`config.mk`:
```
export PLATFORM = sky130hd
export DESIGN_NAME = picc_irq_cond
export DESIGN_NICKNAME = d
export VERILOG_FILES = /design/src/rtl/picc_pkg.sv /design/src/rtl/picc_irq_line.sv /design/src/rtl/picc_irq_cond.sv
export SDC_FILE = /design/constraint.sdc
export NUM_CORES = 1
export LEC_CHECK = 0
export CORE_MARGIN = 1
export CORE_UTILIZATION = 40
export CTS_CLUSTER_DIAMETER = 150
export DETAILED_ROUTE_END_ITERATION = 10
export GPL_ROUTABILITY_DRIVEN = 0
export PLACE_DENSITY = 0.66
export REMOVE_ABC_BUFFERS = 1
export SLEW_MARGIN = 20
export SYNTH_ARGS = -nofsm -noshare
export SYNTH_HDL_FRONTEND = slang
export SYNTH_SLANG_ARGS = --single-unit
```
`constraint.sdc`:
```
create_clock -name clk -period 4.1 [get_ports clk]
set_clock_uncertainty 0.2 [all_clocks]
set_input_delay 0.82 -clock clk [delete_from_list [all_inputs] [get_ports clk]]
set_output_delay 0.82 -clock clk [all_outputs]
set_load 0.005 [all_outputs]
```
`src/rtl/picc_pkg.sv`:
```
// picc_pkg: shared PIC constants, register addresses and helpers
package picc_pkg;
  localparam int PICC_NUM_IRQ = 8;
  localparam int PICC_IRQ_NO_W = 3;
  localparam logic [2:0] PICC_ADDR_MASK = 3'd0;
  localparam logic [2:0] PICC_ADDR_PRI_NO = 3'd1;
  localparam logic [2:0] PICC_ADDR_IRQ_NO = 3'd2;
  localparam logic [2:0] PICC_ADDR_EDGE_MODE = 3'd3;
  localparam logic [2:0] PICC_ADDR_POL = 3'd4;
  localparam logic [2:0] PICC_ADDR_PEND_CLR = 3'd5;
  function automatic logic [PICC_NUM_IRQ-1:0] picc_onehot(input logic [PICC_IRQ_NO_W-1:0] n);
    return PICC_NUM_IRQ'(1) << n;
  endfunction
endpackage

```
`src/rtl/picc_irq_line.sv`:
```
// picc_irq_line: one interrupt line - synchroniser, optional debounce, edge latch, overrun
// Ports: clk, rst (sync, active-high); irq_raw async line; pol/edge_mode line config;
//   arm enables edge detection; clr_this/clr_all clear requests;
//   ir_out, pending, overrun registered line status.
// Debounce filter built only when PICC_DEBOUNCE_EN is defined.
module picc_irq_line #(
  parameter int SYNC_STAGES = 2,
  parameter int DB_CYCLES = 4
) (
  input  logic clk,
  input  logic rst,
  input  logic irq_raw,
  input  logic pol,
  input  logic edge_mode,
  input  logic arm,
  input  logic clr_this,
  input  logic clr_all,
  output logic ir_out,
  output logic pending,
  output logic overrun
);
  logic [SYNC_STAGES-1:0] sync;
  logic f, prev, c, rise, pend_n;
  if (SYNC_STAGES < 2 || DB_CYCLES < 1 || DB_CYCLES > 255) begin : g_bad_param
    $error("picc_irq_line: parameter out of range");
  end
  always_ff @(posedge clk)
    sync <= rst ? '0 : {sync[SYNC_STAGES-2:0], irq_raw};
`ifdef PICC_DEBOUNCE_EN
  logic [7:0] cnt;
  always_ff @(posedge clk)
    if (rst) begin
      f <= 1'b0;
      cnt <= '0;
    end else if (sync[SYNC_STAGES-1] == f) cnt <= '0;
    else if (cnt == 8'(DB_CYCLES - 1)) begin
      f <= sync[SYNC_STAGES-1];
      cnt <= '0;
    end else cnt <= cnt + 8'd1;
`else
  assign f = sync[SYNC_STAGES-1];
`endif
  // prev holds the unpolarised filtered level, so a pol flip never looks like an edge
  assign c = f ^ pol;
  assign rise = arm & edge_mode & c & (f ^ prev);
  assign pend_n = edge_mode & (rise | (pending & ~clr_this & ~clr_all));
  always_ff @(posedge clk)
    if (rst) begin
      prev <= 1'b0;
      pending <= 1'b0;
      overrun <= 1'b0;
      ir_out <= 1'b0;
    end else begin
      prev <= f;
      pending <= pend_n;
      overrun <= ~clr_all & (overrun | (rise & pending & ~clr_this));
      ir_out <= edge_mode ? pend_n : c;
    end
endmodule

```
`src/rtl/picc_irq_cond.sv`:
```
// picc_irq_cond: conditions raw interrupt lines for the PIC priority resolver
// Ports: clk, rst (sync, active-high); irq_raw[7:0] async lines; pol/edge_mode per-line config;
//   clr_valid/clr_no clear one pending bit; clr_all clears all pending and overrun bits;
//   ir_out -> ir0..ir7, pending edge latches, overrun sticky lost-edge flags.
// Optional debounce enabled by defining PICC_DEBOUNCE_EN.
module picc_irq_cond
  import picc_pkg::*;
#(
  parameter int NUM_IRQ = PICC_NUM_IRQ,
  parameter int SYNC_STAGES = 2,
  parameter int DB_CYCLES = 4
) (
  input  logic                     clk,
  input  logic                     rst,
  input  logic [NUM_IRQ-1:0]       irq_raw,
  input  logic [NUM_IRQ-1:0]       pol,
  input  logic [NUM_IRQ-1:0]       edge_mode,
  input  logic                     clr_valid,
  input  logic [PICC_IRQ_NO_W-1:0] clr_no,
  input  logic                     clr_all,
  output logic [NUM_IRQ-1:0]       ir_out,
  output logic [NUM_IRQ-1:0]       pending,
  output logic [NUM_IRQ-1:0]       overrun
);
  localparam logic [7:0] ARM_N = 8'(SYNC_STAGES + 1);
  logic [7:0] arm_cnt;
  logic arm;
  logic [NUM_IRQ-1:0] clr_vec;
  // edges are ignored until the synchronisers hold post-reset data
  assign arm = arm_cnt == ARM_N;
  always_ff @(posedge clk)
    if (rst) arm_cnt <= '0;
    else if (!arm) arm_cnt <= arm_cnt + 8'd1;
  assign clr_vec = clr_valid ? picc_onehot(clr_no) : '0;
  for (genvar i = 0; i < NUM_IRQ; i++) begin : g_line
    picc_irq_line #(.SYNC_STAGES(SYNC_STAGES), .DB_CYCLES(DB_CYCLES)) u_line (
      .clk(clk),
      .rst(rst),
      .irq_raw(irq_raw[i]),
      .pol(pol[i]),
      .edge_mode(edge_mode[i]),
      .arm(arm),
      .clr_this(clr_vec[i]),
      .clr_all(clr_all),
      .ir_out(ir_out[i]),
      .pending(pending[i]),
      .overrun(overrun[i])
    );
  end
endmodule

```
==> results of run 1 <==
-- flip-flops by register name, indices dropped and copies added (netlist names) --
register,cells
g_line.u_line.sync,16
g_line.u_line.pending,8
g_line.u_line.ir_out,8
g_line.u_line.prev,8
arm_cnt,8
g_line.u_line.overrun,8
-- worst max path at each step --
| stage | start | endpoint | slack, ns | depth (start not counted) |
|---|---|---|---|---|
| finish | rst | g_line[4].u_line.overrun | 1.77 | 4 |
| global route | rst | g_line[3].u_line.overrun | 1.45 | 4 |
| CTS | rst | g_line[4].u_line.overrun | 1.72 | 4 |
| detailed placement | rst | g_line[4].u_line.overrun | 1.40 | 4 |
| global placement | rst | g_line[4].u_line.overrun | 1.49 | 4 |
| floorplan | arm_cnt[0] | g_line[4].u_line.ir_out | 2.04 | 4 |
-- cell type report --
class / count / area (sq um)
multi-input combinational: 162 / 1130
inverter: 1 / 3.75
sequential: 56 / 1120
clock buffer: 7 / 96.3
timing repair buffer: 56 / 551
clock inverter: 1 / 30.0
fill: 571 / 2930
tap: 75 / 93.8
-- metrics by stage --
step                cells  setup slack [ns]
global placement      350              1.49
detailed placement    350              1.40
global route          358              1.45
finish                358              1.77
floorplan             219              2.04
CTS                   358              1.72
-- critical path, stage by stage --
cell and delay, ns:
sky130_fd_sc_hd__buf_2 0.36, sky130_fd_sc_hd__nor2_1 0.82, sky130_fd_sc_hd__nand3_1 0.15, sky130_fd_sc_hd__o31ai_1 0.20
-- report_power, final --
group          switching, uW  internal (uW)  leakage, uW
logic                   48.7           62.9     0.000534
registers               9.99            562     0.000458
clock network            175            216    0.0000645
-- synthesized netlist by cell type, types with 2 or more instances --
library cell	count	share of area, %
sky130_fd_sc_hd__dfxtp_1	56	45
sky130_fd_sc_hd__buf_4	24	7.2
sky130_fd_sc_hd__nor2b_1	24	6.0
sky130_fd_sc_hd__a21oi_1	13	2.6
sky130_fd_sc_hd__nor2_1	13	2.0
sky130_fd_sc_hd__nand2_1	12	1.8
sky130_fd_sc_hd__nand3_1	12	2.4
sky130_fd_sc_hd__xor2_1	10	3.5
sky130_fd_sc_hd__clkbuf_1	9	1.4
sky130_fd_sc_hd__and3b_1	8	2.8
sky130_fd_sc_hd__nand2b_1	8	2.0
sky130_fd_sc_hd__nor3b_1	8	2.4
sky130_fd_sc_hd__o21ai_0	8	1.6
sky130_fd_sc_hd__nand4_1	7	1.8
sky130_fd_sc_hd__a311oi_1	4	1.4
sky130_fd_sc_hd__a311oi_2	4	2.4
sky130_fd_sc_hd__nand4b_1	4	1.4
sky130_fd_sc_hd__o211ai_1	4	1.2
sky130_fd_sc_hd__o311ai_0	3	1.1
sky130_fd_sc_hd__or3_1	3	0.75
sky130_fd_sc_hd__a21o_2	2	0.70
sky130_fd_sc_hd__o211ai_2	2	1.0
sky130_fd_sc_hd__o211ai_4	2	1.7
sky130_fd_sc_hd__o31ai_1	2	0.60
-- routing by layer --
layer,vias to the layer above,GRT usage [%]
met4,0,5.36
met5,-,0
met1,850,19.6
met3,5,3.93
met2,51,26.6
li1,928,-
-- logic make-up after synthesis --
| group | Yosys count | synth area share, % |
|---|---|---|
| AOI/OAI and AO/OA | 46 | 15.1 |
| xor gates and xnor gates | 11 | 3.87 |
| adders and majority gates | 1 | 0.502 |
| buffers and inverters | 36 | 9.75 |
| DFF | 56 | 45.0 |
| and+or+nand+nor | 104 | 25.8 |
==> out/qor_table.md, run 1 <==
| Item | This run |
| --- | --- |
| Run status | finished clean |
| Total clock buffers created by CTS | 5 |
| Buffer count from post-CTS setup fixing | 0 |
| Fraction of the cycle the final worst path needs | 56.9% |
| Highest fanout seen on the critical path | 48 |
| Most frequent cells in the layout | sky130_fd_sc_hd__dfxtp_1, sky130_fd_sc_hd__clkdlybuf4s50_1, sky130_fd_sc_hd__nor2b_1, sky130_fd_sc_hd__nor2_1, sky130_fd_sc_hd__a21oi_1 |
| Count of input and output buffers | 54 |
| Fraction of registers with async set/reset | 0% |
| Global-route wire length before repair | 7870 um |
| Number of maximum-capacitance constraint violations | 0 |
| Synthesized area per cell | 9.80 sq um |
| Required time at the worst-slack endpoint | 4.13 ns |
| Max_slew headroom | 38.9% |
| Average detailed-routed wire length per instance | 13.3 um |
| Setup TNS Final | 0 ns |
| Final hold violation count | 0 |
| Data arrival time at the worst-slack endpoint | 2.36 ns |
| Die Height | 80.9 um |
| Initial antenna violation count | 0 |
| Met3 routed WL | 235 um |
| Post-synth EDFFs | 0 |
| Worst hold path class | reg -> reg |
| Most common cell after layout, fill and taps aside | sky130_fd_sc_hd__dfxtp_1 |
| Startpoint of the worst register-to-register path | arm_cnt[0] |
| Sum of routed wire length over all layers | 4770 um |
| Startpoint of the most critical hold path | g_line[1].u_line.sync[0] |
| Category of the critical setup timing path | in -> reg |
| Highest ir drop seen on vdd | 0.184 mV |
| Largest buffer count on any clock path | 2 |
| Overall global routing resource usage | 15.8% |
| Worst hold endpoint | g_line[1].u_line.sync[1] |
| TritonCTS clock tree | done |
| Die area | 6540 sq um |
| Maximum achievable frequency | 0.428 GHz |
| Count of mapped cells out of synthesis | 254 |
| CORE AREA | 5960 sq um |
| H-tree depth | 2 |
| Width of the die | 80.9 um |
| Leakage power total | 0.00106 uW |
| Clock Tree Root | sky130_fd_sc_hd__clkbuf_8 |
| Inserted Diodes | 0 |
| Number of top-level pins | 55 |
| Post-route design area | 3020 sq um |
| Total global routing overflow | 0 |
| Most used DFF post-synth | sky130_fd_sc_hd__dfxtp_1 |
| CTS Sinks | 56 |
| Number of cells on the worst hold path | 1 |
| Number of nets in the final layout | 314 |
| Area growth from synthesis to layout | 21.4% |
| DP Wirelength | 3350 um |
| Fraction of the yosys area taken by sequential cells | 45.0% |
| Worst R2R Setup Slack | 1.79 ns |
| Met1 wire length | 2210 um |
| Kind of end point of the critical path | flop |
| Setup-failing EPs final | 0 |
| Total number of vias | 1834 |
| Fraction of final layout cells sized beyond drive strength 1 | 8.48% |
| Cell area power density | 355 nW/um^2 |
| Total design power | 1070 uW |
| Warnings, synthesis | 0 |
| Post-detailed-placement cell area | 2900 sq um |
| FP Rows | 28 |
| Resize count post-CTS | 0 |
| Top layer used by detailed routing | met4 |
| Distinct cells, synth | 36 |
| Antenna-violating nets left | 0 |
| Kind of start point of the critical path | input port |
| RSZ-0062 raised after global routing | no |
| Count of TritonRoute iterations in the first routing pass | 4 |
| Number of global-route vias before repair | 1710 |
| Post-synthesis register bit count | 56 |
| # DRC | 0 |
| Drt via density | 5.12 |
| Clock Pin Slew Worst Setup and Hold Paths | 0.10 ns |
| Hold-fix buffer count after cts | 0 |
| Cells on worst reg2reg path | 5 |
| Hold slack final | 0.244 ns |
| Final count of pins violating max slew | 0 |
| Final core utilization | 50.7% |
| Effective utilization at floorplan | 41.8% |
| Cell area after technology mapping | 2490 sq um |
| Clock insertion delay at the later pin of the skew report | 0.31 ns |
| Maximum number of pins on one net before global-route repair | 49 |
| Minimum period implied by the final worst setup slack | 2.33 ns |
| Crit Reg-Reg Endpoint | g_line[1].u_line.ir_out |
| 1st-iter DRT viols | 42 |
| Actual slew at the worst max-slew pin | 0.913 ns |
| Met2 routed wirelength | 2270 um |
No activity file was read; power rests on OpenSTA's default activity.
==> run 2, diff against run 1 <==
==> constraint.sdc (replaced) <==
create_clock -name clk -period 2.3 [get_ports clk]
set_clock_uncertainty 0.2 [all_clocks]
set_input_delay 0.46 -clock clk [delete_from_list [all_inputs] [get_ports clk]]
set_output_delay 0.46 -clock clk [all_outputs]
set_load 0.005 [all_outputs]
==> run 2 against run 1 <==
  * Non-clock buffer count increased by 7
  * Critical path type is now reg -> reg
  * Die area unchanged
  * Clock-buffer cell count decreased by 1
  * Combinational power increased by 88%
  * Utilization increased by 0.25 points
  * First-iteration DRC count increased by 110%
  * Hold slack got worse by 0.0016 ns
  * Critical path depth increased by 1
  * Sequential cell count unchanged
==> out/qor_table.md, run 2 (synthesized netlist as in run 1, its figures left out) <==
| Item | This run | vs previous |
| --- | --- | --- |
| Run status | finished clean |  |
| Setup-failing EPs final | 0 | unchanged |
| Leakage power total | 0.00107 uW | +1.1% |
| Resize count post-CTS | 0 | unchanged |
| Pint | 1340 uW | +59% |
| Die Height | 80.9 um | unchanged |
| Overall global routing resource usage | 15.8% | -0.063 points |
| Minimum period implied by the final worst setup slack | 1.98 ns |  |
| Max_slew headroom | 68.8% | +30 points |
| Clock Tree Root | sky130_fd_sc_hd__clkbuf_8 |  |
| Count of TritonRoute iterations in the first routing pass | 4 | unchanged |
| Initial antenna violation count | 0 | unchanged |
| FP Rows | 28 | unchanged |
| Number of nets in the final layout | 321 | +2.2% |
| Post-detailed-placement cell area | 2950 sq um | +1.8% |
| Category of the critical setup timing path | reg -> reg |  |
| Fraction of final layout cells sized beyond drive strength 1 | 10.3% | +1.9 points |
| Fraction of the cycle the final worst path needs | 86.1% |  |
| Highest ir drop seen on vdd | 0.419 mV | +130% |
| Largest buffer count on any clock path | 2 | unchanged |
| Hold slack final | 0.242 ns | -0.00161 ns |
| Combinational power share | 11.8% | +1.4 points |
| RSZ-0062 raised after global routing | no |  |
| Required time at the worst-slack endpoint | 2.30 ns | -1.83 ns |
| Total clock buffers created by CTS | 5 | unchanged |
| Total number of vias | 1853 | +1.0% |
| Clock Pin Slew Worst Setup and Hold Paths | 0.10 ns | about the same |
| CORE AREA | 5960 sq um | unchanged |
| Buffer count from post-CTS setup fixing | 0 | unchanged |
| Width of the die | 80.9 um | unchanged |
| NetSw | 432 uW | +85% |
| Kind of end point of the critical path | flop |  |
| Inserted Diodes | 0 | unchanged |
| Maximum number of pins on one net before global-route repair | 19 | -61% |
| Clock group share of total power | 30.6% | -5.7 points |
| 1st-iter DRT viols | 90 | +110% |
| Die area | 6540 sq um | unchanged |
| Largest register FFs | 16 | unchanged |
| # DRC | 0 | unchanged |
| Maximum achievable frequency | 0.505 GHz |  |
| Net switching share of the total power | 24.4% | +2.7 points |
| Share of power burned in registers | 57.6% | +4.3 points |
| Hold-fix buffer count after cts | 0 | unchanged |
| Most common cell after layout, fill and taps aside | sky130_fd_sc_hd__dfxtp_1 |  |
| H-tree depth | 2 | unchanged |
| Post-route design area | 3040 sq um | +0.50% |
| Count of input and output buffers | 54 | unchanged |
| Antenna-violating nets left | 0 | unchanged |
| Register containing the most flip-flops in the final layout | g_line.u_line.sync |  |
| Most frequent cells in the layout | sky130_fd_sc_hd__dfxtp_1, sky130_fd_sc_hd__clkdlybuf4s50_1, sky130_fd_sc_hd__nor2b_1, sky130_fd_sc_hd__nor2_1, sky130_fd_sc_hd__a21oi_1 |  |
| Number of global-route vias before repair | 1739 | +1.7% |
| Actual slew at the worst max-slew pin | 0.463 ns | -0.451 ns |
| Global-route wire length before repair | 7780 um | -1.2% |
| Critical-path cell with the highest stage delay | sky130_fd_sc_hd__dfxtp_1 |  |
| Setup TNS Final | 0 ns | unchanged |
| Worst path cell trace | ha_1, nor3b_2, buf_4, o211ai_1, o41ai_1 |  |
| Drt via density | 5.08 | -0.90% |
| Area growth from synthesis to layout | 22.0% |  |
| Data arrival time at the worst-slack endpoint | 1.98 ns | -0.38 ns |
| Bufs and invs on worst path | 1 | unchanged |
| Sum of routed wire length over all layers | 4830 um | +1.2% |
| Number of top-level pins | 55 | unchanged |
| Slowest Stage Delay on Critical Path | 0.39 ns | -0.43 ns |
| Final count of pins violating max slew | 0 | unchanged |
| Effective utilization at floorplan | 41.8% | unchanged |
| CTS Sinks | 56 | unchanged |
| Fill cell count | 598 | +4.7% |
| Number of maximum-capacitance constraint violations | 0 | unchanged |
| Worst hold path class | reg -> reg |  |
| Cell area power density | 584 nW/um^2 | +64% |
| Gate family responsible for the most delay along the worst path | compound AO/OA/AOI/OAI gates |  |
| TritonCTS clock tree | done |  |
| Total global routing overflow | 0 | unchanged |
| Clock insertion delay at the later pin of the skew report | 0.31 ns | about the same |
| Highest fanout seen on the critical path | 8 | -83% |
| Average detailed-routed wire length per instance | 13.2 um | -0.77% |
| Kind of start point of the critical path | flop |  |
| DP Wirelength | 3570 um | +6.5% |
| Final hold violation count | 0 | unchanged |
## run 2: changes by cell type in the layout (fill, tap and decap cells not counted), sizes merged
| cell | before | now |
|---|---|---|
| bufinv | 1 | 0 |
| clkinvlp | 0 | 1 |
| buf | 3 | 10 |
| clkbuf | 7 | 6 |
| clkinv | 0 | 1 |
## run 2: worst paths after layout
path / startpoint / end / slack [ns] / depth (start not counted)
worst min-delay path: g_line[4].u_line.sync[0] / g_line[4].u_line.sync[1] / 0.24 / 1
worst min register to register: g_line[4].u_line.sync[0] / g_line[4].u_line.sync[1] / 0.24 / 1
worst max-delay path: arm_cnt[0] / g_line[1].u_line.overrun / 0.32 / 5
worst max register to register: arm_cnt[0] / g_line[1].u_line.overrun / 0.32 / 5
## run 2: worst reg2reg max path, cell delays in order, from the launching register on
cell and delay, ns:
sky130_fd_sc_hd__dfxtp_1 0.39, sky130_fd_sc_hd__ha_1 0.24, sky130_fd_sc_hd__nor3b_2 0.37, sky130_fd_sc_hd__buf_4 0.25, sky130_fd_sc_hd__o211ai_1 0.15, sky130_fd_sc_hd__o41ai_1 0.27
## run 2: power by group through the flow
stage | combinational (uW) | clock, uW | sequential [uW]
3_3_place_gp | 208 | 0 | 1040
4_1_cts | 212 | 564 | 1020
3_5_place_dp | 211 | 0 | 1040
5_1_grt | 230 | 592 | 1030
2_1_floorplan | 85.3 | 0 | 1040
6_report | 210 | 542 | 1020
## run 2: cell type report
cell class	instances	area (sq um)	share of cell area, %
clock inverter	2	16.3	0.536
timing repair buffer	63	603	19.9
multi-input combinational	162	1130	37.1
sequential	56	1120	36.9
clock buffer	6	72.6	2.39
inverter	1	3.75	0.124
tap	75	93.8	3.09
## run 2: metal layers
| metal | global-route usage (%) | up-vias | wire [um] |
|---|---|---|---|
| met4 | 6.96 | 0 | 72 |
| li1 | - | 946 | - |
| met3 | 4.16 | 6 | 248 |
| met5 | 0 | - | 0 |
| met2 | 26.2 | 44 | 2260 |
| met1 | 19.0 | 857 | 2240 |
## run 2: per-stage QoR
step	util [%]	total power, uW	worst slack [ns]	instances
final	51.0	1770	0.321	365
after global routing	51.0	1850	0.0794	365
after CTS	51.0	1800	0.274	365
after detailed placement	49.5	1250	0.156	357
after global placement	49.5	1250	0.214	357
after floorplan	-	1130	0.237	219
